==> src/rtl/hazard_ctrl_pipe.sv <==
// Fetch/decode hazard controller: load-use detection over a shift pipe of in-flight
// load destinations, plus a branch/JR PC-hold FSM. Optional stall counter: HAZARD_PERF_CNT_EN.
module hazard_ctrl_pipe #(
  parameter int unsigned REG_W      = 5,
  parameter int unsigned OP_W       = 6,
  parameter int unsigned LOAD_LAT   = 1,
  parameter int unsigned BR_PENALTY = 1,
  parameter int unsigned CNT_W      = 16
) (
  input  logic                clk,
  input  logic                reset,
  input  logic [OP_W-1:0]     fetch_op,
  input  logic [REG_W-1:0]    fetch_rs1,
  input  logic [REG_W-1:0]    fetch_rs2,
  input  logic                decode_valid,
  input  logic [OP_W-1:0]     decode_op,
  input  logic [REG_W-1:0]    decode_rd,
  input  logic                decode_wr_en,
  input  logic                br_resolved,
  output logic                need_nop,
  output logic                pc_stall,
  output logic [LOAD_LAT-1:0] load_window,
  output logic [CNT_W-1:0]    stall_cycles
);

  typedef enum logic {IDLE, BR_WAIT} state_t;

  state_t     state, state_nx;
  logic [2:0] cnt, cnt_nx;
  logic       dec_load, live_win, live_hit, pipe_hit, load_hit, br_op_hit;
  logic       fetch_br, fetch_jr;

  assign fetch_br = (fetch_op >= OP_W'(32'h04)) && (fetch_op <= OP_W'(32'h07));
  assign fetch_jr = (fetch_op == OP_W'(32'h12)) || (fetch_op == OP_W'(32'h13));

  // A load to r0 is never tracked, so r0 can never produce a hit downstream.
  assign dec_load = decode_valid && (decode_op >= OP_W'(32'h20)) &&
                    (decode_op <= OP_W'(32'h27)) && (decode_rd != '0);
  assign live_win = dec_load && !reset;
  assign live_hit = dec_load && ((decode_rd == fetch_rs1) || (decode_rd == fetch_rs2));
  assign load_hit = live_hit || pipe_hit;

  assign br_op_hit = fetch_br && decode_valid && decode_wr_en &&
                     (decode_rd != '0) && (fetch_rs1 == decode_rd);

  generate
    if (LOAD_LAT > 1) begin : g_pipe
      localparam int unsigned N = LOAD_LAT - 1;
      logic [N-1:0]     vld;
      logic [REG_W-1:0] rd [N];

      // Unconditional shift; bubbles enter as invalid entries.
      always_ff @(posedge clk) begin
        if (reset) begin
          vld <= '0;
          for (int k = 0; k < int'(N); k++) rd[k] <= '0;
        end else begin
          vld[0] <= dec_load;
          rd[0]  <= decode_rd;
          for (int k = 1; k < int'(N); k++) begin
            vld[k] <= vld[k-1];
            rd[k]  <= rd[k-1];
          end
        end
      end

      always_comb begin
        pipe_hit = 1'b0;
        for (int k = 0; k < int'(N); k++) begin
          if (vld[k] && ((rd[k] == fetch_rs1) || (rd[k] == fetch_rs2))) pipe_hit = 1'b1;
        end
      end

      assign load_window = {vld, live_win};
    end else begin : g_no_pipe
      assign pipe_hit    = 1'b0;
      assign load_window = live_win;
    end
  endgenerate

  always_ff @(posedge clk) begin
    if (reset) begin
      state <= IDLE;
      cnt   <= '0;
    end else begin
      state <= state_nx;
      cnt   <= cnt_nx;
    end
  end

  // Outputs are held low for the whole reset cycle regardless of stale state.
  always_comb begin
    state_nx = state;
    cnt_nx   = cnt;
    need_nop = 1'b0;
    pc_stall = 1'b0;
    if (!reset) begin
      case (state)
        IDLE: begin
          if (load_hit || br_op_hit) begin
            need_nop = 1'b1;
            pc_stall = 1'b1;
          end else if (fetch_br || fetch_jr) begin
            pc_stall = 1'b1;
            state_nx = BR_WAIT;
            cnt_nx   = 3'(BR_PENALTY);
          end
        end
        BR_WAIT: begin
          need_nop = 1'b1;
          pc_stall = 1'b1;
          if (br_resolved || (cnt == 3'd1)) begin
            state_nx = IDLE;
            cnt_nx   = '0;
          end else begin
            cnt_nx = cnt - 3'd1;
          end
        end
        default: state_nx = IDLE;
      endcase
    end
  end

`ifdef HAZARD_PERF_CNT_EN
  logic [CNT_W-1:0] stall_q;

  // Saturating count of stalled cycles.
  always_ff @(posedge clk) begin
    if (reset) begin
      stall_q <= '0;
    end else if (pc_stall && (stall_q != '1)) begin
      stall_q <= stall_q + CNT_W'(1);
    end
  end

  assign stall_cycles = stall_q;
`else
  assign stall_cycles = '0;
`endif

endmodule
==> config.mk <==
export PLATFORM = sky130hd
export DESIGN_NAME = hazard_ctrl_pipe
export DESIGN_NICKNAME = d
export VERILOG_FILES = /design/src/rtl/hazard_ctrl_pipe.sv
export SDC_FILE = /design/constraint.sdc
export NUM_CORES = 1
export LEC_CHECK = 0
export BUFFER_PORTS_ARGS = -buffer_cell sky130_fd_sc_hd__clkbuf_2
export CORE_MARGIN = 2
export CORE_UTILIZATION = 25
export DETAILED_ROUTE_END_ITERATION = 6
export GPL_TIMING_DRIVEN = 0
export PLACE_DENSITY = 0.59
export SLEW_MARGIN = 20
export SYNTH_ARGS = -nofsm -noshare
export SYNTH_HDL_FRONTEND = slang
export SYNTH_SLANG_ARGS = --single-unit
==> constraint.sdc <==
create_clock -name clk -period 1.55 [get_ports clk]
set_clock_uncertainty 0.05 [all_clocks]
set_input_delay 0.155 -clock clk [delete_from_list [all_inputs] [get_ports clk]]
set_output_delay 0.155 -clock clk [all_outputs]
set_load 0.005 [all_outputs]
==> metrics, run 1 <==
Power Dens Cells=about 440 nW/um^2; Sink Count=4; CP Capture Type=flop; grt ovf=0; Vias/cell=between 4 and 5; area share of the leading cell type in the synthesized netlist=19.6%; HP Class=in2reg; Initial Util=27.0%; Core ar.=2280 sq um; Vias=~660; fin worst setup slack=slightly below 0.05 ns; Hold EP=cnt[1]; HP Start=reset; Hold WS=between 0.2 and 0.25 ns; Max Cap Violations=0; placed cell area=between 800 and 900 sq um; final number of hold-violating endpoints=0; Simple-Gate Fraction of Synth Area=roughly 25%; kind of critical path=reg2reg; full die area=roughly 2900 sq um; Netlist cell types=37; average wire per standard cell=approximately 10 microns; ant diodes=0; Global Route Usage Sum=between 10% and 20%; largest family of logic cells by synthesized area=simple AND/OR/NAND/NOR gates; H-Tree Depth=1; worst skew pair latency=0.24 ns; Final setup viols=0; CP startpoint kind=flop; overall die height=53.6 microns; static leakage=~0.00044 uW; number of synthesis warnings=0; synth-to-layout area growth=51.1%; status=completed; synth top area cells=buf_4 20%, xnor2_1 14%, dfxtp_1 13%; DR iter-0 viols=9; TritonRoute pass-1 iters=4; vias in the first global route=593; Compound-Gate Fraction of Synth Area=between 20% and 30%; CTS tree=built; pre-CTS WS=-0.0647 ns; Port Buffers=30; Max Root-Sink Buffers=2; Peak VDD IR=approximately 280 uV; CTS root buf=clkbuf_4; Reg2Reg Launch Point=cnt[1]; io pins=between 50 and 60; XOR/XNOR Fraction of Synth Area=about 14%; hold_buf cts=0; Synth Area per Inst=8.19 sq um; fin nets=between 150 and 200; Worst EP arrival=1.63 ns; R2R Setup Slk=between 0.04 and 0.05 ns; Placed Instances=between 100 and 150; Cells on Worst Hold Path=2; antenna violations before repair=0; Crit Reg-Reg Endpoint=cnt[0]; Die W=53.6 microns; most frequent cells in the layout=30 x clkbuf_2, 18 x buf_4, 16 x conb_1, 10 x xnor2_1; CP Data Required Time=between 1.5 and 2 ns; Final Cycle Share=between 90% and 100%; dpl hpwl=about 1300 microns; Post-synth top flop=dfxtp_1; TNS Setup=0 ns; Inserted Clock Buffers=3; Seq/Total Area, Yosys=between 10% and 20%; Final min period=between 1.5 and 2 ns; fmax=between 0.6 and 0.7 GHz; Post-Route WL=~1600 microns; antenna-violating nets left=0; row count=17; clk slew on worst S/H paths=about 0.040 ns; multiplexer share of the synthesized area=0%; Synth Area in Adders=under 10%; pin count of the biggest net entering global routing=10; most common cell after layout, fill and taps aside=clkbuf_2; Finished Layout Cells=153; GPL Wtd Cong=a little over 0.8; global-route wire length before repair=roughly 2400 microns; Synth area leader=buf_4; synthesized area=slightly above 600 sq um; layout cells sized above 1=between 50 and 60%; FF+latch count, synth=4; crit path max fanout=3; Post-Synthesis Cells=75; Post-route DRC=0; Post-synth ARST share=0%; final instance area=928 sq um; reg2reg path depth=6; number of synthesized flops with an enable pin=0; max-slew violation count=0
-- layout make-up --
class                   instances  area [sq um]
fillers                       233          1350
multi-input cells              67           490
repair buffers                 32           165
plain buffers                  16           120
flip-flops and latches          4          83.8
well taps                      28          35.0
clock buffers                   3          22.5
inverters                       3          11.3
-- where the power goes --
group | internal [uW] | total, uW | switching (uW)
Sequential | 106 | 109 | 3.42
Clock | 86.8 | 133 | 46.0
Combinational | 96.4 | 168 | 71.7
Total | 289 | 410 | 121
-- cells by family (layout without fill, tap and decap cells) --
family,count (synthesis),count (layout)
adders and majority gates,2,2
AOI/OAI and AO/OA,16,16
DFF,4,4
other,1,16
xor gates and xnor gates,10,10
buffers and inverters,19,54
and+or+nand+nor,23,23
-- cell usage after synthesis, types with 2 or more instances --
library cell / n
inv_1: 3
o32ai_1: 2
xnor2_1: 10
nand2_1: 2
buf_4: 16
ha_1: 2
nor2_1: 2
or2_1: 2
o21ai_0: 2
dfxtp_1: 4
nor2b_1: 2
o22ai_1: 2
nor3b_1: 2
-- registers in the layout (all words and copies together) (netlist names) --
signal / flops
cnt: 3
state: 1
-- routing by layer --
layer / wire length, microns / up-vias / global-route usage, %
li1: - / 343 / -
met1: 606 / 289 / 12.9
met2: 821 / 29 / 21.0
met3: 128 / 2 / 3.61
met4: 5 / 0 / 2.56
met5: 0 / - / 0
-- metrics by stage --
step                utilization, %  power, uW
finish                        40.8        410
global route                  40.8        437
CTS                           39.9        410
detailed placement            37.6        269
global placement              37.6        266
floorplan                        -        212
-- worst max path at each step --
stage / startpoint / to / cells after the start
6_report: cnt[1] / cnt[0] / 6
3_3_place_gp: decode_op[4] / pc_stall / 6
3_5_place_dp: fetch_op[2] / pc_stall / 6
5_1_grt: cnt[1] / cnt[0] / 6
2_1_floorplan: cnt[1] / cnt[0] / 6
4_1_cts: state / pc_stall / 5
-- critical path, cell delays in order (launching register included) --
cell and delay (ns):
dfxtp_1 0.32, inv_1 0.08, ha_1 0.19, nor2b_1 0.16, or2_4 0.26, a311oi_2 0.21
o41a_1 0.17
-- timing repair --
action | CTS | global route
pin swaps | 1 | 1
resized for setup | 6 | 5
setup endpoints to repair | 3 | 3
buffers inserted | 2 | 0
No activity file was read; power rests on OpenSTA's default activity.
==> run 2: changes to the inputs <==
--- a/config.mk
+++ b/config.mk
@@ -5,12 +5,13 @@
 export SDC_FILE = /design/constraint.sdc
 export NUM_CORES = 1
 export LEC_CHECK = 0
+export ABC_AREA = 1
 export BUFFER_PORTS_ARGS = -buffer_cell sky130_fd_sc_hd__clkbuf_2
 export CORE_MARGIN = 2
 export CORE_UTILIZATION = 25
 export DETAILED_ROUTE_END_ITERATION = 6
 export GPL_TIMING_DRIVEN = 0
-export PLACE_DENSITY = 0.59
+export PLACE_DENSITY = 0.58
 export SLEW_MARGIN = 20
 export SYNTH_ARGS = -nofsm -noshare
 export SYNTH_HDL_FRONTEND = slang
==> run 2 against run 1 <==
Combinational power is 2% lower. Clock power fell by 4%. Sequential share of layout area is 0.43 points lower. Register-to-register slack improved by 0.04 ns. Non-clock buffer count fell by 2. Highest routed layer unchanged. Largest cell class unchanged. Largest power group unchanged. Hold slack got worse by 0.065 ns. Critical path type unchanged.
==> metrics, run 2 <==
status=completed; Post-route DRC=0; NetSw=between 100 and 150 uW; Pwr Total=404 uW; max-slew violation count=0; synth top area cells=buf_4 18%, nand2_1 17%, dfxtp_1 12%; final instance area=just over 900 sq um; Power Dens Cells=434 nW/um^2; share of power burned in combinational logic=between 40 and 50%; fin nets=approximately 200; Worst EP arrival=roughly 1.6 ns; CP Data Required Time=~1.7 ns; worst skew pair latency=approximately 0.24 ns; Crit. path cell count=8; HP Class=in2reg; synth-to-layout area growth=40.1%; ant diodes=0; hold_buf cts=0; count leader, synth=nand2_1; Initial Util=around a quarter; Sw Ratio=between 30% and 40%; dpl hpwl=1340 microns; number of setup buffers added after CTS=0; Post-Synthesis Cells=between 100 and 150; TNS Setup=0 ns; Netlist cell types=22; placed cell area=just over 900 sq um; Placed Instances=just under 200; Global Route Usage Sum=around a tenth; average wire per standard cell=approximately 7.3 microns; GPL Wtd Cong=about 0.81; number of synthesized flops with an enable pin=0; Final min period=1.46 ns; CP Capture Type=flop; R2R Setup Slk=0.09 ns; DR iter-0 viols=21; vias in the first global route=~670; Post-Route WL=1440 microns; Die W=55.6 microns; Biggest register=cnt; Max Cap Violations=0; Vias=about 780; reg2reg path depth=8; crit-path leading delay family=compound AO/OA/AOI/OAI gates; P_int=278 uW; row count=18; pin count of the biggest net entering global routing=10; CTS root buf=clkbuf_4; Final setup viols=0; Port Buffers=30; part of the power in registers=27.6%; static leakage=between 0.0005 and 0.0006 uW; kind of critical path=reg2reg; grt ovf=0; full die area=a little over 3000 sq um; TritonRoute pass-1 iters=4; synthesized area=between 600 and 700 sq um; Peak VDD IR=between 200 and 250 uV; final number of hold-violating endpoints=0; Core ar.=around 2500 sq um; Cells on Worst Hold Path=2; Sink Count=4; cells resized by post-CTS repair=0; Fillers=~290; most frequent cells in the layout=30 x nand2_1, 30 x clkbuf_2, 16 x inv_1, 16 x buf_4, 16 x conb_1; Final Cycle Share=a little over nine tenths; CP dominant cell by count=inv_1; Vias/cell=3.98; Clock power frac=31.7%; Critical Path, Cell by Cell=inv_1, ha_1, a21oi_2, inv_2, nor2_1, inv_1, or2_1, a21oi_1; Worst path max stage delay=0.32 ns; overall die height=between 50 and 60 microns; Worst path slowest cell=dfxtp_1; Inserted Clock Buffers=3; RSZ-0062 raised after global routing=no; CP Buf/Inv Count=3; clk slew on worst S/H paths=about 0.040 ns; max reg flops=3; antenna-violating nets left=0; Max Root-Sink Buffers=2; Finished Layout Cells=roughly 200; pre-CTS WS=0.0975 ns; area share of the leading cell type in the synthesized netlist=a little under a fifth; Seq/Total Area, Yosys=between 10 and 15%; CP startpoint kind=flop; number of synthesis warnings=0; fmax=approximately 0.69 GHz; io pins=between 50 and 60; global-route wire length before repair=2500 microns; crit path max fanout=2; layout cells sized above 1=approximately 38%; Post-synth top flop=dfxtp_1; H-Tree Depth=1; top flop regs=cnt: 3 flops, state: 1 flops; most instantiated cells after synthesis=30 x nand2_1, 16 x buf_4, 16 x inv_1; Post-synth ARST share=0%; Synth area leader=buf_4; antenna violations before repair=0; CTS tree=built; Synth Area per Inst=approximately 5.6 sq um; fin worst setup slack=around 0.091 ns; FF+latch count, synth=4
-- run 2: path summary, 6_finish.rpt --
kind                             start      to
worst min-delay path             reset   state
worst min register to register  cnt[1]  cnt[1]
worst max-delay path            cnt[1]  cnt[1]
worst max register to register  cnt[1]  cnt[1]
-- run 2: cells by family after synthesis --
family                     count (synthesis)  synth area share [%]
and+or+nand+nor                           60                  40.9
buffers and inverters                     40                  31.6
AOI/OAI and AO/OA                         10                  8.47
DFF                                        4                  12.1
xor gates and xnor gates                   2                  2.64
adders and majority gates                  2                  3.77
other                                      1                 0.564
-- run 2: cell type report --
class,instances,area (sq um),area share (%)
timing repair buffer,30,150,16.1
clock buffer,3,22.5,2.42
tap,30,37.5,4.03
buffer,16,120,12.9
inverter,24,90.1,9.68
sequential,4,80.1,8.60
multi-input combinational,90,430,46.2
-- run 2: routing by layer --
metal	global-route usage [%]	up-vias	wire, microns
met5	0	-	0
met4	4.18	0	30
met3	2.34	5	134
met2	18.5	33	684
met1	10.6	320	591
li1	-	426	-
-- run 2: worst register-to-register path, cell delays in order (launching register included) --
cell and delay [ns]:
dfxtp_1 0.32, inv_1 0.06, ha_1 0.18, a21oi_2 0.18
inv_2 0.05, nor2_1 0.08, inv_1 0.06, or2_1 0.21
a21oi_1 0.18
-- run 2: through the flow --
stage	utilization (%)	hold slack, ns
3_5_place_dp	36.3	0.375
2_1_floorplan	-	0.174
5_1_grt	37.2	0.143
3_3_place_gp	36.3	0.369
4_1_cts	37.2	0.133
6_report	37.2	0.135
-- run 2: power by group through the flow --
stage | combinational [uW] | clock (uW) | sequential (uW)
final | 164 | 128 | 112
after floorplan | 107 | 0 | 112
after CTS | 165 | 131 | 111
after global routing | 188 | 141 | 112
after global placement | 160 | 0 | 113
after detailed placement | 165 | 0 | 113
